<file path="src/rtl/rsa_job_arbiter_if.sv">
// Job-port, engine and response signals between the host requesters, the
// arbiter and the modular-exponentiation engine.
interface rsa_job_arbiter_if #(
    parameter int NUM_REQ = 4,
    parameter int ID_W    = $clog2(NUM_REQ)
);
    logic [NUM_REQ-1:0]    req_valid;
    logic [NUM_REQ-1:0]    req_ready;
    logic [NUM_REQ*32-1:0] req_message;
    logic [NUM_REQ*32-1:0] req_e;
    logic [NUM_REQ*32-1:0] req_n;

    logic                  eng_start;
    logic                  eng_abort;
    logic [31:0]           eng_message;
    logic [31:0]           eng_e;
    logic [31:0]           eng_n;
    logic                  eng_done;
    logic [31:0]           eng_cipher;

    logic                  rsp_valid;
    logic                  rsp_ready;
    logic [ID_W-1:0]       rsp_id;
    logic [31:0]           rsp_cipher;
    logic                  rsp_err;
    logic                  busy;

    // Host requesters and engine side.
    modport master (
        output req_valid, req_message, req_e, req_n, eng_done, eng_cipher, rsp_ready,
        input  req_ready, eng_start, eng_abort, eng_message, eng_e, eng_n,
               rsp_valid, rsp_id, rsp_cipher, rsp_err, busy
    );

    // Arbiter side.
    modport slave (
        input  req_valid, req_message, req_e, req_n, eng_done, eng_cipher, rsp_ready,
        output req_ready, eng_start, eng_abort, eng_message, eng_e, eng_n,
               rsp_valid, rsp_id, rsp_cipher, rsp_err, busy
    );
endinterface

</file>
<file path="src/rtl/rsa_job_arbiter.sv">
// Round-robin arbiter sharing one modexp engine between NUM_REQ requesters,
// with modulus check and an engine-latency watchdog.
//
// state | meaning
// IDLE  | searching for a valid requester from rr_ptr, ready to accept
// ISSUE | operands latched; reject n<2 or start the engine
// WAIT  | engine running, watchdog counting
// RESP  | response held until rsp_ready
module rsa_job_arbiter #(
    parameter int NUM_REQ        = 4,
    parameter int TIMEOUT_CYCLES = 4096
) (
    input  logic             clk,
    input  logic             reset_n,
    rsa_job_arbiter_if.slave bus
);
    localparam int ID_W = $clog2(NUM_REQ);
    localparam int WD_W = $clog2(TIMEOUT_CYCLES + 1);
    localparam logic [WD_W-1:0] WD_LAST = WD_W'(TIMEOUT_CYCLES - 1);
    localparam logic [ID_W-1:0] ID_LAST = ID_W'(NUM_REQ - 1);

    typedef enum logic [1:0] {IDLE, ISSUE, WAIT, RESP} state_t;

    state_t          r_state, w_state_nxt;
    logic [ID_W-1:0] r_rr_ptr, w_rr_ptr_nxt;
    logic [WD_W-1:0] r_wdog, w_wdog_nxt;
    logic            r_eng_start, w_eng_start_nxt;
    logic            r_eng_abort, w_eng_abort_nxt;
    logic [31:0]     r_message, w_message_nxt;
    logic [31:0]     r_e, w_e_nxt;
    logic [31:0]     r_n, w_n_nxt;
    logic [ID_W-1:0] r_rsp_id, w_rsp_id_nxt;
    logic [31:0]     r_rsp_cipher, w_rsp_cipher_nxt;
    logic            r_rsp_err, w_rsp_err_nxt;

    logic [ID_W-1:0]    w_grant;
    logic               w_any_valid;
    logic [NUM_REQ-1:0] w_ready;
    logic [31:0]        w_g_message, w_g_e, w_g_n;

    // Round-robin search: first valid requester at or after rr_ptr, wrapping.
    always_comb begin
        int v_idx;
        w_grant     = r_rr_ptr;
        w_any_valid = 1'b0;
        v_idx       = 0;
        for (int k = 0; k < NUM_REQ; k++) begin
            v_idx = int'(r_rr_ptr) + k;
            if (v_idx >= NUM_REQ) v_idx = v_idx - NUM_REQ;
            if (!w_any_valid && bus.req_valid[v_idx]) begin
                w_grant     = ID_W'(v_idx);
                w_any_valid = 1'b1;
            end
        end
    end

    always_comb begin
        w_g_message = '0;
        w_g_e       = '0;
        w_g_n       = '0;
        for (int i = 0; i < NUM_REQ; i++) begin
            if (w_grant == ID_W'(i)) begin
                w_g_message = bus.req_message[32*i +: 32];
                w_g_e       = bus.req_e[32*i +: 32];
                w_g_n       = bus.req_n[32*i +: 32];
            end
        end
    end

    always_comb begin
        w_ready = '0;
        if (reset_n && r_state == IDLE && w_any_valid) w_ready[w_grant] = 1'b1;
    end

    always_comb begin
        w_state_nxt      = r_state;
        w_rr_ptr_nxt     = r_rr_ptr;
        w_wdog_nxt       = r_wdog;
        w_eng_start_nxt  = 1'b0;
        w_eng_abort_nxt  = 1'b0;
        w_message_nxt    = r_message;
        w_e_nxt          = r_e;
        w_n_nxt          = r_n;
        w_rsp_id_nxt     = r_rsp_id;
        w_rsp_cipher_nxt = r_rsp_cipher;
        w_rsp_err_nxt    = r_rsp_err;
        case (r_state)
            IDLE: begin
                if (w_any_valid) begin
                    w_message_nxt   = w_g_message;
                    w_e_nxt         = w_g_e;
                    w_n_nxt         = w_g_n;
                    w_rsp_id_nxt    = w_grant;
                    // Start is registered here so it is high during the ISSUE cycle.
                    w_eng_start_nxt = (w_g_n >= 32'd2);
                    w_state_nxt     = ISSUE;
                end
            end
            ISSUE: begin
                if (r_n < 32'd2) begin
                    w_rsp_cipher_nxt = '0;
                    w_rsp_err_nxt    = 1'b1;
                    w_state_nxt      = RESP;
                end else begin
                    w_wdog_nxt  = '0;
                    w_state_nxt = WAIT;
                end
            end
            WAIT: begin
                w_wdog_nxt = r_wdog + 1'b1;
                if (bus.eng_done) begin
                    w_rsp_cipher_nxt = bus.eng_cipher;
                    w_rsp_err_nxt    = 1'b0;
                    w_state_nxt      = RESP;
                end else if (r_wdog == WD_LAST) begin
                    w_eng_abort_nxt  = 1'b1;
                    w_rsp_cipher_nxt = '0;
                    w_rsp_err_nxt    = 1'b1;
                    w_state_nxt      = RESP;
                end
            end
            RESP: begin
                if (bus.rsp_ready) begin
                    w_rr_ptr_nxt = (r_rsp_id == ID_LAST) ? '0 : r_rsp_id + 1'b1;
                    w_state_nxt  = IDLE;
                end
            end
            default: w_state_nxt = IDLE;
        endcase
    end

    always_ff @(posedge clk or negedge reset_n) begin
        if (!reset_n) begin
            r_state      <= IDLE;
            r_rr_ptr     <= '0;
            r_wdog       <= '0;
            r_eng_start  <= 1'b0;
            r_eng_abort  <= 1'b0;
            r_message    <= '0;
            r_e          <= '0;
            r_n          <= '0;
            r_rsp_id     <= '0;
            r_rsp_cipher <= '0;
            r_rsp_err    <= 1'b0;
        end else begin
            r_state      <= w_state_nxt;
            r_rr_ptr     <= w_rr_ptr_nxt;
            r_wdog       <= w_wdog_nxt;
            r_eng_start  <= w_eng_start_nxt;
            r_eng_abort  <= w_eng_abort_nxt;
            r_message    <= w_message_nxt;
            r_e          <= w_e_nxt;
            r_n          <= w_n_nxt;
            r_rsp_id     <= w_rsp_id_nxt;
            r_rsp_cipher <= w_rsp_cipher_nxt;
            r_rsp_err    <= w_rsp_err_nxt;
        end
    end

    assign bus.req_ready   = w_ready;
    assign bus.eng_start   = r_eng_start;
    assign bus.eng_abort   = r_eng_abort;
    assign bus.eng_message = r_message;
    assign bus.eng_e       = r_e;
    assign bus.eng_n       = r_n;
    assign bus.rsp_valid   = (r_state == RESP);
    assign bus.rsp_id      = r_rsp_id;
    assign bus.rsp_cipher  = r_rsp_cipher;
    assign bus.rsp_err     = r_rsp_err;
    assign bus.busy        = (r_state != IDLE);
endmodule

</file>
<file path="src/flat_wrapper.sv">
// flat-port wrapper written by rule: the top's interface ports become plain ports
module rsa_job_arbiter_flat 
#(
    parameter int NUM_REQ        = 4,
    parameter int TIMEOUT_CYCLES = 4096
)
  (clk, reset_n, bus_req_valid, bus_req_message, bus_req_e, bus_req_n, bus_eng_done, bus_eng_cipher, bus_rsp_ready, bus_req_ready, bus_eng_start, bus_eng_abort, bus_eng_message, bus_eng_e, bus_eng_n, bus_rsp_valid, bus_rsp_id, bus_rsp_cipher, bus_rsp_err, bus_busy);
  rsa_job_arbiter_if #(.NUM_REQ(NUM_REQ)) bus_i ();
  input  logic clk;
  input  logic reset_n;
  input wire logic [$bits(bus_i.req_valid)-1:0] bus_req_valid;
  input wire logic [$bits(bus_i.req_message)-1:0] bus_req_message;
  input wire logic [$bits(bus_i.req_e)-1:0] bus_req_e;
  input wire logic [$bits(bus_i.req_n)-1:0] bus_req_n;
  input wire logic [$bits(bus_i.eng_done)-1:0] bus_eng_done;
  input wire logic [$bits(bus_i.eng_cipher)-1:0] bus_eng_cipher;
  input wire logic [$bits(bus_i.rsp_ready)-1:0] bus_rsp_ready;
  output wire logic [$bits(bus_i.req_ready)-1:0] bus_req_ready;
  output wire logic [$bits(bus_i.eng_start)-1:0] bus_eng_start;
  output wire logic [$bits(bus_i.eng_abort)-1:0] bus_eng_abort;
  output wire logic [$bits(bus_i.eng_message)-1:0] bus_eng_message;
  output wire logic [$bits(bus_i.eng_e)-1:0] bus_eng_e;
  output wire logic [$bits(bus_i.eng_n)-1:0] bus_eng_n;
  output wire logic [$bits(bus_i.rsp_valid)-1:0] bus_rsp_valid;
  output wire logic [$bits(bus_i.rsp_id)-1:0] bus_rsp_id;
  output wire logic [$bits(bus_i.rsp_cipher)-1:0] bus_rsp_cipher;
  output wire logic [$bits(bus_i.rsp_err)-1:0] bus_rsp_err;
  output wire logic [$bits(bus_i.busy)-1:0] bus_busy;
  assign bus_i.req_valid = bus_req_valid;
  assign bus_i.req_message = bus_req_message;
  assign bus_i.req_e = bus_req_e;
  assign bus_i.req_n = bus_req_n;
  assign bus_i.eng_done = bus_eng_done;
  assign bus_i.eng_cipher = bus_eng_cipher;
  assign bus_i.rsp_ready = bus_rsp_ready;
  assign bus_req_ready = bus_i.req_ready;
  assign bus_eng_start = bus_i.eng_start;
  assign bus_eng_abort = bus_i.eng_abort;
  assign bus_eng_message = bus_i.eng_message;
  assign bus_eng_e = bus_i.eng_e;
  assign bus_eng_n = bus_i.eng_n;
  assign bus_rsp_valid = bus_i.rsp_valid;
  assign bus_rsp_id = bus_i.rsp_id;
  assign bus_rsp_cipher = bus_i.rsp_cipher;
  assign bus_rsp_err = bus_i.rsp_err;
  assign bus_busy = bus_i.busy;
  rsa_job_arbiter #(.NUM_REQ(NUM_REQ), .TIMEOUT_CYCLES(TIMEOUT_CYCLES)) u_core (.clk(clk), .reset_n(reset_n), .bus(bus_i));
endmodule
</file>
<file path="config.mk">
export PLATFORM = sky130hd
export DESIGN_NAME = rsa_job_arbiter_flat
export DESIGN_NICKNAME = d
export VERILOG_FILES = /design/src/rtl/rsa_job_arbiter_if.sv /design/src/rtl/rsa_job_arbiter.sv /design/src/flat_wrapper.sv
export SDC_FILE = /design/constraint.sdc
export NUM_CORES = 1
export LEC_CHECK = 0
export BUFFER_PORTS_ARGS = -buffer_cell sky130_fd_sc_hd__buf_4
export CAP_MARGIN = 20
export CORE_AREA = 2 2 220 222
export CTS_BUF_LIST = sky130_fd_sc_hd__clkbuf_4 sky130_fd_sc_hd__clkbuf_8 sky130_fd_sc_hd__clkbuf_16
export DETAILED_ROUTE_END_ITERATION = 8
export DIE_AREA = 0 0 222 224
export HOLD_SLACK_MARGIN = 0.02
export PLACE_DENSITY = 0.44
export SYNTH_ARGS = -nofsm -noshare
export SYNTH_HDL_FRONTEND = slang
export SYNTH_SLANG_ARGS = --single-unit
</file>
<file path="constraint.sdc">
create_clock -name clk -period 3.2 [get_ports clk]
set_input_delay 0.64 -clock clk [delete_from_list [all_inputs] [get_ports clk]]
set_output_delay 0.64 -clock clk [all_outputs]
set_load 0.01 [all_outputs]
</file>
# == Word level (Yosys, flattened, before mapping) ==
# Index checks and enable logic that the tools add are counted.
# op_classes
magnitude_cmp,12
n_addsub,9
n_eq_ne,13
n_reduce_logical,18
muxes,61
# ops
cell,n
32-bit two-way mux,19
32-bit by 4-bit less-than comparator with 1-bit output (second input constant),4
32-bit by 4-bit >= comparator with 1-bit output (second input constant),3
32-bit by 4-bit subtractor with 32-bit output (second input constant),3
32-bit case mux with 2 select lines,1
32-bit by 2-bit >= comparator with 1-bit output (second input constant),1
32-bit by 2-bit less-than comparator with 1-bit output (second input constant),1
13-bit case mux with 2 select lines,1
1-bit two-way mux,22
2-bit two-way mux,9
13-bit by 1-bit adder with 13-bit output (second input constant),1
13-bit by 12-bit equality test with 1-bit output (second input constant),1
13-bit two-way mux,1
2-bit equality test (second input constant),5
1-bit binary-select mux with 2-bit select,4
2-bit case mux with 4 select lines,1
2-bit by 2-bit adder with 3-bit output (second input constant),2
1-bit logical AND,6
2-bit AND reduction,3
3-bit AND reduction,2
2-bit by 1-bit equality test with 1-bit output (second input constant),2
2-bit zero test,2
4-bit two-way mux,1
2-bit by 1-bit inequality test with 1-bit output (second input constant),2
other kinds (12),16
# word_totals
elab_cells,124
reg_bits,150

# == Longest topological paths before layout ==
# logic_depth
depth_word,23
depth_mapped,11
ltp_nobuf,9

# == Least setup slack after synthesis ==
# No wires, ideal clock.
# synth_path
kind,input-to-output
startpoint,input port bus_req_valid[0]
endpoint,output port bus_req_ready[1]
required_ps,2560
setup_slack_ps,208
cell_stages,8
arrival_time_ps,2352
path_cell_list,nor2b_1 o21a_1 or3_1 buf_2 buf_6 buf_2 clkbuf_1 nor4_1
# synth_between
elab_chain_len,18
# synth_lines
element,line_no,rtl
from (decl),flat_wrapper.sv:11,input wire logic [$bits(bus_i.req_valid)-1:0] bus_req_valid;
1-bit binary-select mux with 2-bit select,rsa_job_arbiter.sv:50,if (!w_any_valid && bus.req_valid[v_idx]) begin
1-bit two-way mux (implied by the code) (2 in a row),rsa_job_arbiter.sv:50,
1-bit two-way mux,rsa_job_arbiter.sv:50,
1-bit zero test,rsa_job_arbiter.sv:50,
1-bit logical AND,rsa_job_arbiter.sv:50,
1-bit two-way mux,rsa_job_arbiter.sv:50,
1-bit zero test,rsa_job_arbiter.sv:50,
1-bit logical AND,rsa_job_arbiter.sv:50,
1-bit two-way mux,rsa_job_arbiter.sv:50,
1-bit zero test,rsa_job_arbiter.sv:50,
1-bit logical AND,rsa_job_arbiter.sv:50,
2-bit two-way mux,rsa_job_arbiter.sv:50,
2-bit by 3-bit less-than comparator with 1-bit output (implied by the code) or 2-bit by 1-bit >= comparator with 1-bit output (tied branches),rsa_job_arbiter.sv:72,if (reset_n && r_state == IDLE && w_any_valid) w_ready[w_grant] = 1'b1;
1-bit logical AND (implied by the code),rsa_job_arbiter.sv:72,
1-bit two-way mux (implied by the code),rsa_job_arbiter.sv:72,
1-bit demux with 2-bit select,n/a,
4-bit two-way mux *,rsa_job_arbiter.sv:72,
to (decl),flat_wrapper.sv:18,output wire logic [$bits(bus_i.req_ready)-1:0] bus_req_ready;
# Every way passes the cells marked *; elsewhere a longest branch is shown, timed or not. The select of a mux whose other input is x is not followed.

# == Final worst setup path ==
# layout_path
startpoint,register u_core.r_state[0]
endpoint,output port bus_req_ready[1]
# layout_between
elab_chain_len,4
# layout_lines
element,line_no,rtl
from (decl),rsa_job_arbiter.sv:24,"state_t r_state, w_state_nxt;"
from (signal assigned),rsa_job_arbiter.sv:146,r_state <= w_state_nxt;
2-bit zero test,rsa_job_arbiter.sv:72,
1-bit logical AND (2 in a row),rsa_job_arbiter.sv:72,
4-bit two-way mux,rsa_job_arbiter.sv:72,
# Every way passes these cells.

==> metrics.yaml <==
yosysTopAreaCellShare_pct: 42.6
r2r_slack_ns: 0.48
placed_area_mm2: 0.0139
outcome: "finished clean"
min_from: "bus_eng_done"
vias: 10500
wl_um: 42700
grtUsageTotal_pct: 16.7
worstSetupEndpointType: "output pin"
core_mm2: 0.0473
power_density_mw_per_mm2: 872
fin_total_pwr_w: 0.0127
drv_slew: 0
dp_cells: 2361
rr_worst_depth: 8
rows: 80
min_period_ns: 2.99
final-instance-count-excl-fill: 2395
post-route-drc-count: 0
ys_ff_latch: 150
wire_per_inst_um: 17.8
max_cap_violations: 0
r2r_end: "u_core.bus.eng_start"
max_freq_ghz: 0.335
irDropWorstVdd_uv: 387
first_global_vias: 10400
antenna_found_initial: 0
synth_edf_count: 0
die_area_mm2: 0.0497
first_iter_violations: 644
grt_pass1_wl_um: 62900
setup_viol: 0
post_cts_buffers: 0
grt-ovfl-total: 0
path_class: "reg2out"
critPathLaunchType: "flop"
cts_buffers: 17
leakage_nw: 7.45
antenna_left: 0
yosysWarnings: 0
drtPass1Iterations: 5
grt_max_degree: 79
whs_path_depth: 2
r2r_start: "u_core.r_rr_ptr[1]"
synthArstFlopShare_pct: 100
synthesis.nets: 1664
worst_pin_slew_ns: 0.751
synth_cell_types: 42
synthTopCellsByCount: "581 x nand2_1, 165 x a21oi_1, 150 x dfrtp_1"
layout.nets: 2198
cts-htree-levels: 4
setup_tns_ns: 0
max_slew_margin_pct: 49.8
gp_congestion: 0.902
root_buffer: "clkbuf_16"
syn_to_final_growth_pct: 65.3
yosysTopAreaCell: "dfrtp_1"
finalClockSkew_ns: 0.0107
rsz0062_at_grt: "false"
arrival_ns: 2.35
drive_above_1_share_pct: 36.4
synth_area_per_cell_um2: 7.15
final_area_mm2: 0.0146
hp-class: "in2reg"
ys_seq_area_share_pct: 42.6
start_util_pct: 18.6
cts_buffer_depth: 2
crit_fanout: 5
yosys_most_used_dff: "dfrtp_1"
period_share_pct: 93.3
finalHoldViolations: 0
post-dp-hpwl_um: 34300
crit_required_ns: 2.56
syn_inst: 1233
antenna_cells: 0
synth_area_mm2: 0.00882
path_clk_slew_ns: 0.07
numPortBuffers: 562
worstHoldEndpoint: "u_core.bus.eng_abort"
fp.dieH_um: 224
vias_per_cell: 4.38
synth_most_common_cell: "nand2_1"
io_pins: 563
die_w_um: 222
clock-sinks: 150
clock_latency_ns: 0.45
cts_tree: "yes"
synth_area_leaders: "dfrtp_1 43%, nand2_1 25%, a21oi_1 9.4%"
## area by class of cell
type	instances	area, um^2
flip-flops and latches	150	3750
fillers	5143	32800
inverters	7	26.3
multi-input cells	983	4670
clock inverters	12	141
repair buffers	608	4750
well taps	615	769
clock buffers	20	467
## worst max path at each step
stage                       end  slack, ns  cells after the start               from
2_1_floorplan  bus_req_ready[1]       0.21                      8   bus_req_valid[0]
3_3_place_gp   bus_req_ready[1]       0.06                      7   bus_req_valid[0]
3_5_place_dp   bus_req_ready[1]       0.07                      7   bus_req_valid[0]
4_1_cts        bus_req_ready[0]       0.09                      8  u_core.r_state[0]
5_1_grt        bus_req_ready[1]       0.02                      8  u_core.r_state[0]
6_report       bus_req_ready[1]       0.21                      8  u_core.r_state[0]
## critical path, stage by stage (launching register included)
cell	delay, ns
dfrtp_1	0.41
inv_1	0.15
ha_1	0.26
inv_1	0.11
nor2_2	0.13
nand2_1	0.25
nor4_2	0.29
buf_4	0.17
buf_4	0.13
## cell families (layout without fill, tap and decap cells)
kind of cell	count (synthesis)	after routing	share of synthesized area, %
buffers and inverters	100	647	4.98
AND/OR/NAND/NOR	651	651	29.6
flip-flops	150	150	42.6
XOR/XNOR	9	9	0.894
AO/OA/AOI/OAI	314	314	20.8
adder cells (fa/ha/maj)	7	7	0.993
multiplexers	2	2	0.241
## per-stage QoR
stage	util [%]	worst slack, ns	hold slack, ns
global route	30.8	0.0202	0.325
detailed placement	29.4	0.0748	0.472
global placement	29.4	0.0639	0.463
CTS	30.7	0.0909	0.313
floorplan	-	0.208	0.344
finish	30.8	0.214	0.350
## layer usage
metal	up-vias	GRT usage (%)	routed length (um)
li1	5207	-	-
met1	4896	21.2	18500
met3	32	3.41	2260
met5	-	0	0
met4	0	4.93	684
met2	364	28.4	21300
## repair_timing
| item | in CTS | in global routing |
|---|---|---|
| hold endpoints to repair | 13 | 0 |
| hold buffers | 1 | 0 |
| setup endpoints to repair | 2 | 1 |
| gates resized for setup | 2 | 1 |
| gates cloned | 0 | 0 |
## report_power, final
group | total (W) | internal (W) | switching [W]
registers | 0.00335 | 0.00274 | 0.000610
clock network | 0.00212 | 0.00122 | 0.000900
logic | 0.00724 | 0.00307 | 0.00417
total | 0.0127 | 0.00704 | 0.00568
## cells in the final DEF (no fill, tap or decap), drive strengths merged, types with 2 or more instances in the layout
cell type  count
or3            4
buf          607
nor2b          3
nand4          7
nor3           4
nand3b         2
a22o          33
nor4          18
clkbuf        20
o21a           2
o21ai         78
and3           3
a32o           2
nor2          16
dfrtp        150
o211ai         2
xor2           5
nand2        581
a32oi         28
bufinv         2
nand2b         4
inv           11
and4           4
clkinv         5
xnor2          4
a21oi        165
ha             7
## state kept, by name, summed over array words and instances (netlist names)
register / flops
u_core.bus.eng_start: 1
u_core.r_wdog: 13
u_core.bus.rsp_id: 2
u_core.bus.eng_abort: 1
u_core.bus.rsp_err: 1
u_core.bus.eng_message: 32
u_core.bus.rsp_cipher: 32
u_core.bus.eng_e: 32
u_core.r_rr_ptr: 2
u_core.bus.eng_n: 32
u_core.r_state: 2
No activity file was read; power rests on OpenSTA's default activity.
